===== src/rtl/inst_fetch.sv =====
// rtl/inst_fetch.sv - instruction fetch unit with next-PC prediction and instruction queue; optional BHT_EN branch history table
module inst_fetch #(
  parameter int          IQ_DEPTH = 8,
  parameter int          BHT_SIZE = 256,
  parameter logic [31:0] RESET_PC = 32'h0
) (
  input  logic        clk,
  input  logic        rst_n,
  output logic        mem_req,
  output logic [31:0] mem_addr,
  input  logic        mem_ack,
  input  logic [31:0] mem_inst,
  output logic        iq_out_valid,
  output logic [31:0] iq_out_inst,
  output logic [31:0] iq_out_pc,
  output logic        iq_out_pred_taken,
  input  logic        issue_ready,
  input  logic        flush,
  input  logic [31:0] flush_pc,
  input  logic        br_update,
  input  logic [31:0] br_update_pc,
  input  logic        br_update_taken
);

  localparam int PW = $clog2(IQ_DEPTH);
  localparam logic [PW:0] FULL_CNT = (PW+1)'(IQ_DEPTH);

  typedef enum logic [1:0] {IDLE, BUSY, DISCARD} state_t;

  state_t        state, state_d;
  logic [31:0]   pc, pc_d, addr_d;
  logic          req_d;
  logic          push, pop;
  logic [PW:0]   count, post_cnt;
  logic [PW-1:0] wr_ptr, rd_ptr;

  logic [31:0]         q_inst [IQ_DEPTH];
  logic [31:0]         q_pc   [IQ_DEPTH];
  logic [IQ_DEPTH-1:0] q_pred;

  logic        is_jal, is_br, br_taken, pred;
  logic [31:0] jal_imm, br_imm, next_pc;

  assign is_jal  = (mem_inst[6:0] == 7'h6f);
  assign is_br   = (mem_inst[6:0] == 7'h63);
  assign jal_imm = {{11{mem_inst[31]}}, mem_inst[31], mem_inst[19:12], mem_inst[20], mem_inst[30:21], 1'b0};
  assign br_imm  = {{19{mem_inst[31]}}, mem_inst[31], mem_inst[7], mem_inst[30:25], mem_inst[11:8], 1'b0};
  assign pred    = is_jal | (is_br & br_taken);
  assign next_pc = is_jal             ? pc + jal_imm :
                   (is_br & br_taken) ? pc + br_imm  :
                                        pc + 32'd4;

`ifdef BHT_EN
  localparam int BW = $clog2(BHT_SIZE);

  logic [1:0]    bht [BHT_SIZE];
  logic [BW-1:0] rd_idx, up_idx;
  logic          unused_ok;

  assign rd_idx   = pc[BW+1:2];
  assign up_idx   = br_update_pc[BW+1:2];
  assign br_taken = bht[rd_idx][1];
  assign unused_ok = &{1'b0, br_update_pc[31:BW+2], br_update_pc[1:0]};

  // Train 2-bit saturating counters; a same-cycle lookup reads the pre-update value
  always_ff @(posedge clk or negedge rst_n) begin
    if (!rst_n) begin
      for (int i = 0; i < BHT_SIZE; i++) bht[i] <= 2'b01;
    end else if (br_update) begin
      if (br_update_taken && bht[up_idx] != 2'b11)
        bht[up_idx] <= bht[up_idx] + 2'd1;
      else if (!br_update_taken && bht[up_idx] != 2'b00)
        bht[up_idx] <= bht[up_idx] - 2'd1;
    end
  end
`else
  logic unused_ok;

  assign br_taken  = 1'b0;
  assign unused_ok = &{1'b0, br_update, br_update_pc, br_update_taken, BHT_SIZE[0]};
`endif

  assign pop          = iq_out_valid & issue_ready;
  assign post_cnt     = count + (PW+1)'(1) - (PW+1)'(pop);
  assign iq_out_valid = (count != '0);
  assign iq_out_inst  = q_inst[rd_ptr];
  assign iq_out_pc    = q_pc[rd_ptr];
  assign iq_out_pred_taken = q_pred[rd_ptr];

  // State, request and PC registers
  always_ff @(posedge clk or negedge rst_n) begin
    if (!rst_n) begin
      state    <= IDLE;
      pc       <= RESET_PC;
      mem_req  <= 1'b0;
      mem_addr <= 32'h0;
    end else begin
      state    <= state_d;
      pc       <= pc_d;
      mem_req  <= req_d;
      mem_addr <= addr_d;
    end
  end

  // Next-state logic: flush first, then request issue / ack handling
  always_comb begin
    state_d = state;
    pc_d    = pc;
    req_d   = mem_req;
    addr_d  = mem_addr;
    push    = 1'b0;
    unique case (state)
      IDLE: begin
        if (flush) begin
          pc_d = flush_pc;
        end else if (count < FULL_CNT) begin
          req_d   = 1'b1;
          addr_d  = pc;
          state_d = BUSY;
        end
      end
      BUSY: begin
        if (flush) begin
          pc_d = flush_pc;
          if (mem_ack) addr_d = flush_pc;
          else         state_d = DISCARD;
        end else if (mem_ack) begin
          push = 1'b1;
          pc_d = next_pc;
          if (post_cnt < FULL_CNT) begin
            addr_d = next_pc;
          end else begin
            req_d   = 1'b0;
            state_d = IDLE;
          end
        end
      end
      DISCARD: begin
        if (flush) begin
          pc_d = flush_pc;
          if (mem_ack) begin
            addr_d  = flush_pc;
            state_d = BUSY;
          end
        end else if (mem_ack) begin
          addr_d  = pc;
          state_d = BUSY;
        end
      end
      default: state_d = IDLE;
    endcase
  end

  // Queue pointers and occupancy; flush empties the queue whatever else happens
  always_ff @(posedge clk or negedge rst_n) begin
    if (!rst_n) begin
      wr_ptr <= '0;
      rd_ptr <= '0;
      count  <= '0;
    end else if (flush) begin
      wr_ptr <= '0;
      rd_ptr <= '0;
      count  <= '0;
    end else begin
      if (push) wr_ptr <= wr_ptr + PW'(1);
      if (pop)  rd_ptr <= rd_ptr + PW'(1);
      count <= count + (PW+1)'(push) - (PW+1)'(pop);
    end
  end

  // Queue storage written at the ack edge; head outputs read registered entries
  always_ff @(posedge clk or negedge rst_n) begin
    if (!rst_n) begin
      for (int i = 0; i < IQ_DEPTH; i++) begin
        q_inst[i] <= '0;
        q_pc[i]   <= '0;
      end
      q_pred <= '0;
    end else if (push) begin
      q_inst[wr_ptr] <= mem_inst;
      q_pc[wr_ptr]   <= pc;
      q_pred[wr_ptr] <= pred;
    end
  end

endmodule


===== config.mk =====
export PLATFORM = sky130hd
export DESIGN_NAME = inst_fetch
export DESIGN_NICKNAME = d
export VERILOG_FILES = /design/src/rtl/inst_fetch.sv
export SDC_FILE = /design/constraint.sdc
export NUM_CORES = 1
export LEC_CHECK = 0
export ABC_AREA = 0
export CAP_MARGIN = 10
export CORE_MARGIN = 10
export CORE_UTILIZATION = 45
export CTS_CLUSTER_DIAMETER = 30
export CTS_CLUSTER_SIZE = 10
export DETAILED_ROUTE_END_ITERATION = 16
export GPL_ROUTABILITY_DRIVEN = 0
export HOLD_SLACK_MARGIN = 0.06
export PLACE_DENSITY = 0.69
export RECOVER_POWER = 25
export SYNTH_ARGS = -nofsm -noshare
export SYNTH_HDL_FRONTEND = slang
export SYNTH_SLANG_ARGS = --single-unit

===== constraint.sdc =====
create_clock -name clk -period 3.3 [get_ports clk]
set_clock_uncertainty 0.1 [all_clocks]
set_input_delay 0.66 -clock clk [delete_from_list [all_inputs] [get_ports clk]]
set_output_delay 0.66 -clock clk [all_outputs]
set_load 0.005 [all_outputs]

==> results.md <==
- The cell area after layout is 39,600 sq um.
- Yosys printed 0 warnings.
- The height of the die is 279 um.
- The number of cells on the worst hold path is 2.
- For the finished layout, the period the worst path requires is 3.45 ns.
- The startpoint of the worst-slack reg-to-reg timing path is pc[1]$_DFFE_PN0P_.
- The die span in x is 279 um.
- The final cycle utilization of the critical path is 105%.
- After detailed placement, the total cell area comes to 34,500 sq um.
- In this run the core area contains 94 standard-cell rows.
- The final-report setup violation count is 47.
- The number of buffers created by CTS is about 120.
- The setup slack after layout is -0.149 ns.
- Of the post-synthesis cell area, the dominant cell type holds 49.6%.
- The worst setup path is captured at an output port.
- The library cells used most frequently in the layout, excluding fill and tap cells, are sky130_fd_sc_hd__dfrtp_1, sky130_fd_sc_hd__mux2_2, sky130_fd_sc_hd__buf_4, sky130_fd_sc_hd__mux4_2, sky130_fd_sc_hd__nand2_1.
- Counting along the longest clock path gives a buffer depth of 3.
- The post-layout net count is 2,861.
- The maximum number of pins on one net before global-route repair is 78.
- For this run, the top clock speed supported by timing is 290 MHz.
- The synthesized netlist occupies a cell area of 30,100 sq um.
- The final-report max-slew violation count is 66.
- The number of antenna violations at the first check in global routing came to 1.
- The end of the worst register-to-register path is pc[31]$_DFFE_PN0P_.
- The share of post-route cells with drive strength above 1 is 45.4%.
- Of all nets on the critical path, the largest fanout is 6.
- Once the floorplan was initialized, standard cells occupied 45.6% of the core.
- The die covers 77,600 sq um.
- The netlist uses 69 different library cells.
- The number of cells after detailed placement is 3,395.
- For this run, global-route usage on met1 was measured as a little under 30%.
- The sequential element share of the synthesized area is between 40 and 50%.
- In this run, synthesis inferred 0 flip-flops with an integrated enable.
- In this run the mean area of a mapped cell was 13.0 sq um.
- Setup repair after global routing could not meet its margin everywhere.
- The via count normalized by instance count is 5.93.
- The dominant synthesized flop cell is sky130_fd_sc_hd__dfrtp_1.
- The sum of internal, switching and leakage power is about 37,000 uW.
- IR analysis of the VDD net gives a maximum drop of 0.000637 V.
- In the global route stage, met2 resource usage came out at between 30% and 40%.
- In the final routed layout, each cell accounts on average for 24.9 um.
- The synthesized design spends more area on one cell type than any other, namely sky130_fd_sc_hd__dfrtp_1.
- The leakage power is 0.0184 uW.
- The fraction of met3 tracks used by global routing is 6.13%.
- Summed over all layers, the global routing overflow is 0.
- The remaining design rule violation count is 0.
- Power spread over the standard cell area amounts to 944 nW/um^2.
- The checks that failed: max-capacitance violations, max-slew violations, negative setup slack.
- In this run the worst setup path begins at rd_ptr[0]$_DFFE_PN0P_.
- Headroom to the max-slew limit came out at -39.0%.
- The global routing stage identified its most utilized layer as met2.
- The min-delay analysis places its worst path in the category register to register.
- After clock tree synthesis, the clock-pin slew on the worst setup and hold paths is 0.05 ns.
- The post-layout instance count excluding filler cells is 3,676.
- The total wire length is 91,500 um.
- The count of antenna-violating nets left after detailed routing is 0.
- The repair_antennas step left the layout with diodes totalling 0.
- STA puts the critical path data arrival time at 2.69 ns.
- STA puts the critical path data required time at 2.54 ns.
- The library cell used most frequently in the layout, excluding fill and tap cells, is sky130_fd_sc_hd__dfrtp_1.
- At the pin with the least slew margin, the transition time is 2.08 ns.
- The fraction of registers with async set or reset after synthesis is 100%.
- By startpoint and endpoint, the worst setup path is classified as register to output port.
- Compared with the post-synthesis result, the final layout area differs by 31.5%.
- The path with the worst hold slack has its endpoint at q_pred[2]$_DFFE_PN0P_.
- The post-route setup TNS is -3.41 ns.
- Max-cap violations in this run came to 1.
- The core box area is roughly 66,000 sq um.
- The HPWL after detailed placement is ~58,000 um.
- The count of buffers added on input and output ports is 167.
- The final hold slack is 0.379 ns.
- The routed layout has 21,800 vias.
- The number of top-level pins is about 200.
- The number of sinks on the clock net is 597.
- The reg-to-reg setup timing slack is 0.22 ns.
- The number of endpoints with negative hold slack in the final report is 0.
- Synthesis produced a netlist with a net count of 2,463.
- The depth of the CTS H-tree is 3.
- Yosys attributes the largest share of cell area to sky130_fd_sc_hd__dfrtp_1, sky130_fd_sc_hd__mux2_2, sky130_fd_sc_hd__mux4_2.
- The number of cell instances on the worst register-to-register path is 13.
- Across every metal layer, demand over resource in global routing totals between 20% and 30%.
- The number of DRC markers after the initial detailed-route iteration is roughly 2,100.
- The first-pass GRT wire length is 141,000 um.
- Counting flops and latches in the post-synthesis netlist gives slightly below 600.
- The first detailed-routing pass took 5 iterations.
- The number of instances in the synthesized netlist is 2,315.
- The clock latency of the later-clocked register in the worst-skew pair is 0.70 ns.
- The startpoint of the most critical hold path is q_pred[2]$_DFFE_PN0P_.
- The type of element launching the critical path is a register.
- The tree is rooted in a sky130_fd_sc_hd__clkbuf_16.
- The via count of the first global-routing pass is between 20,000 and 25,000.
- The flow ran to the end, but the final reports show violations.
- TritonCTS built the clock tree.
worst max-delay path by stage:
| stage | cells after the start | slack, ns | end |
|---|---|---|---|
| after CTS | 8 | -0.25 | iq_out_pc[27] |
| after floorplan | 12 | 0.35 | mem_addr[31]$_DFFE_PN0P_ |
| after detailed placement | 14 | -0.78 | pc[31]$_DFFE_PN0P_ |
| after global routing | 7 | -0.18 | iq_out_pc[14] |
| final | 7 | -0.15 | iq_out_pc[14] |
| after global placement | 14 | -0.77 | pc[31]$_DFFE_PN0P_ |
repair_timing:
| action | CTS | global route |
|---|---|---|
| gates cloned | 11 | 0 |
| hold buffers | 1 | 0 |
| endpoints found under the hold margin | 55 | 0 |
| setup endpoints to repair | 67 | 60 |
| buffers inserted | 51 | 10 |
| gates resized for setup | 393 | 24 |
per-stage QoR:
step           worst slack [ns]  util, %
6_report                 -0.149     60.0
4_1_cts                  -0.246     60.2
3_5_place_dp             -0.777     52.2
3_3_place_gp             -0.771     52.2
5_1_grt                  -0.180     60.0
2_1_floorplan             0.355        -
where the power goes:
group | switching, uW | leakage, uW | internal [uW]
sequential | 1120 | 0.00800 | 8870
clock | 4110 | 0.00195 | 7890
combinational | 7450 | 0.00849 | 7910
total | 12700 | 0.0184 | 24700
state kept, by name (all words and copies together) (netlist names):
register and flops:
count 4, mem_addr 32, q_inst 256, mem_req 1
q_pred 8, state 2, pc 32, q_pc 256
rd_ptr 3, wr_ptr 3
synth_stat cells (all sizes together) (4+ instances only):
cell and instances:
nor2 94, nor3 26, ha 43, nand2b 4
o211ai 8, a31oi 19, xnor2 31, a211o 4
o21a 6, o21bai 5, a211oi 6, inv 23
mux2 567, or3 11, buf 55, nand3 42
a21o 19, mux4 130, o22ai 9, a221oi 8
a21oi 90, mux2i 33, o21ai 103, dfrtp 597
clkbuf 129, a22oi 11, nand2 130, nor2b 8
xor2 25, o221ai 7, and3 16, nand3b 4
nand4 7, o31ai 7
metal layers:
metal	up-vias	share of wire (%)
li1	9378	-
met1	11300	40
met2	911	49
met3	211	7.7
met4	2	3.2
met5	-	0.014
kinds of logic after synthesis:
kind of cell / Yosys count / share of synthesized area (%)
compound gates: 323 / 6.62
fa+ha+maj: 45 / 1.92
mux: 730 / 32.0
simple gates: 357 / 5.41
flops: 597 / 49.6
xor+xnor: 56 / 1.63
buf+inv: 207 / 2.76
final cells by class:
cell class | count | area, sq um
Clock buffer | 153 | 3260
Clock inverter | 67 | 821
Fill cell | 4907 | 26400
Inverter | 23 | 86.3
Multi-Input combinational cell | 1511 | 14600
Sequential cell | 597 | 15000
Tap cell | 864 | 1080
Timing Repair Buffer | 461 | 4750
worst max-delay path, stage by stage (launching register included):
cell                      delay [ns]
sky130_fd_sc_hd__dfrtp_4        0.57
sky130_fd_sc_hd__buf_12         0.18
sky130_fd_sc_hd__buf_8          0.13
sky130_fd_sc_hd__buf_6          0.12
sky130_fd_sc_hd__buf_12         0.12
sky130_fd_sc_hd__mux4_2         0.43
sky130_fd_sc_hd__mux2_4         0.33
sky130_fd_sc_hd__buf_6          0.13
Power figures use the tool's default switching activity.
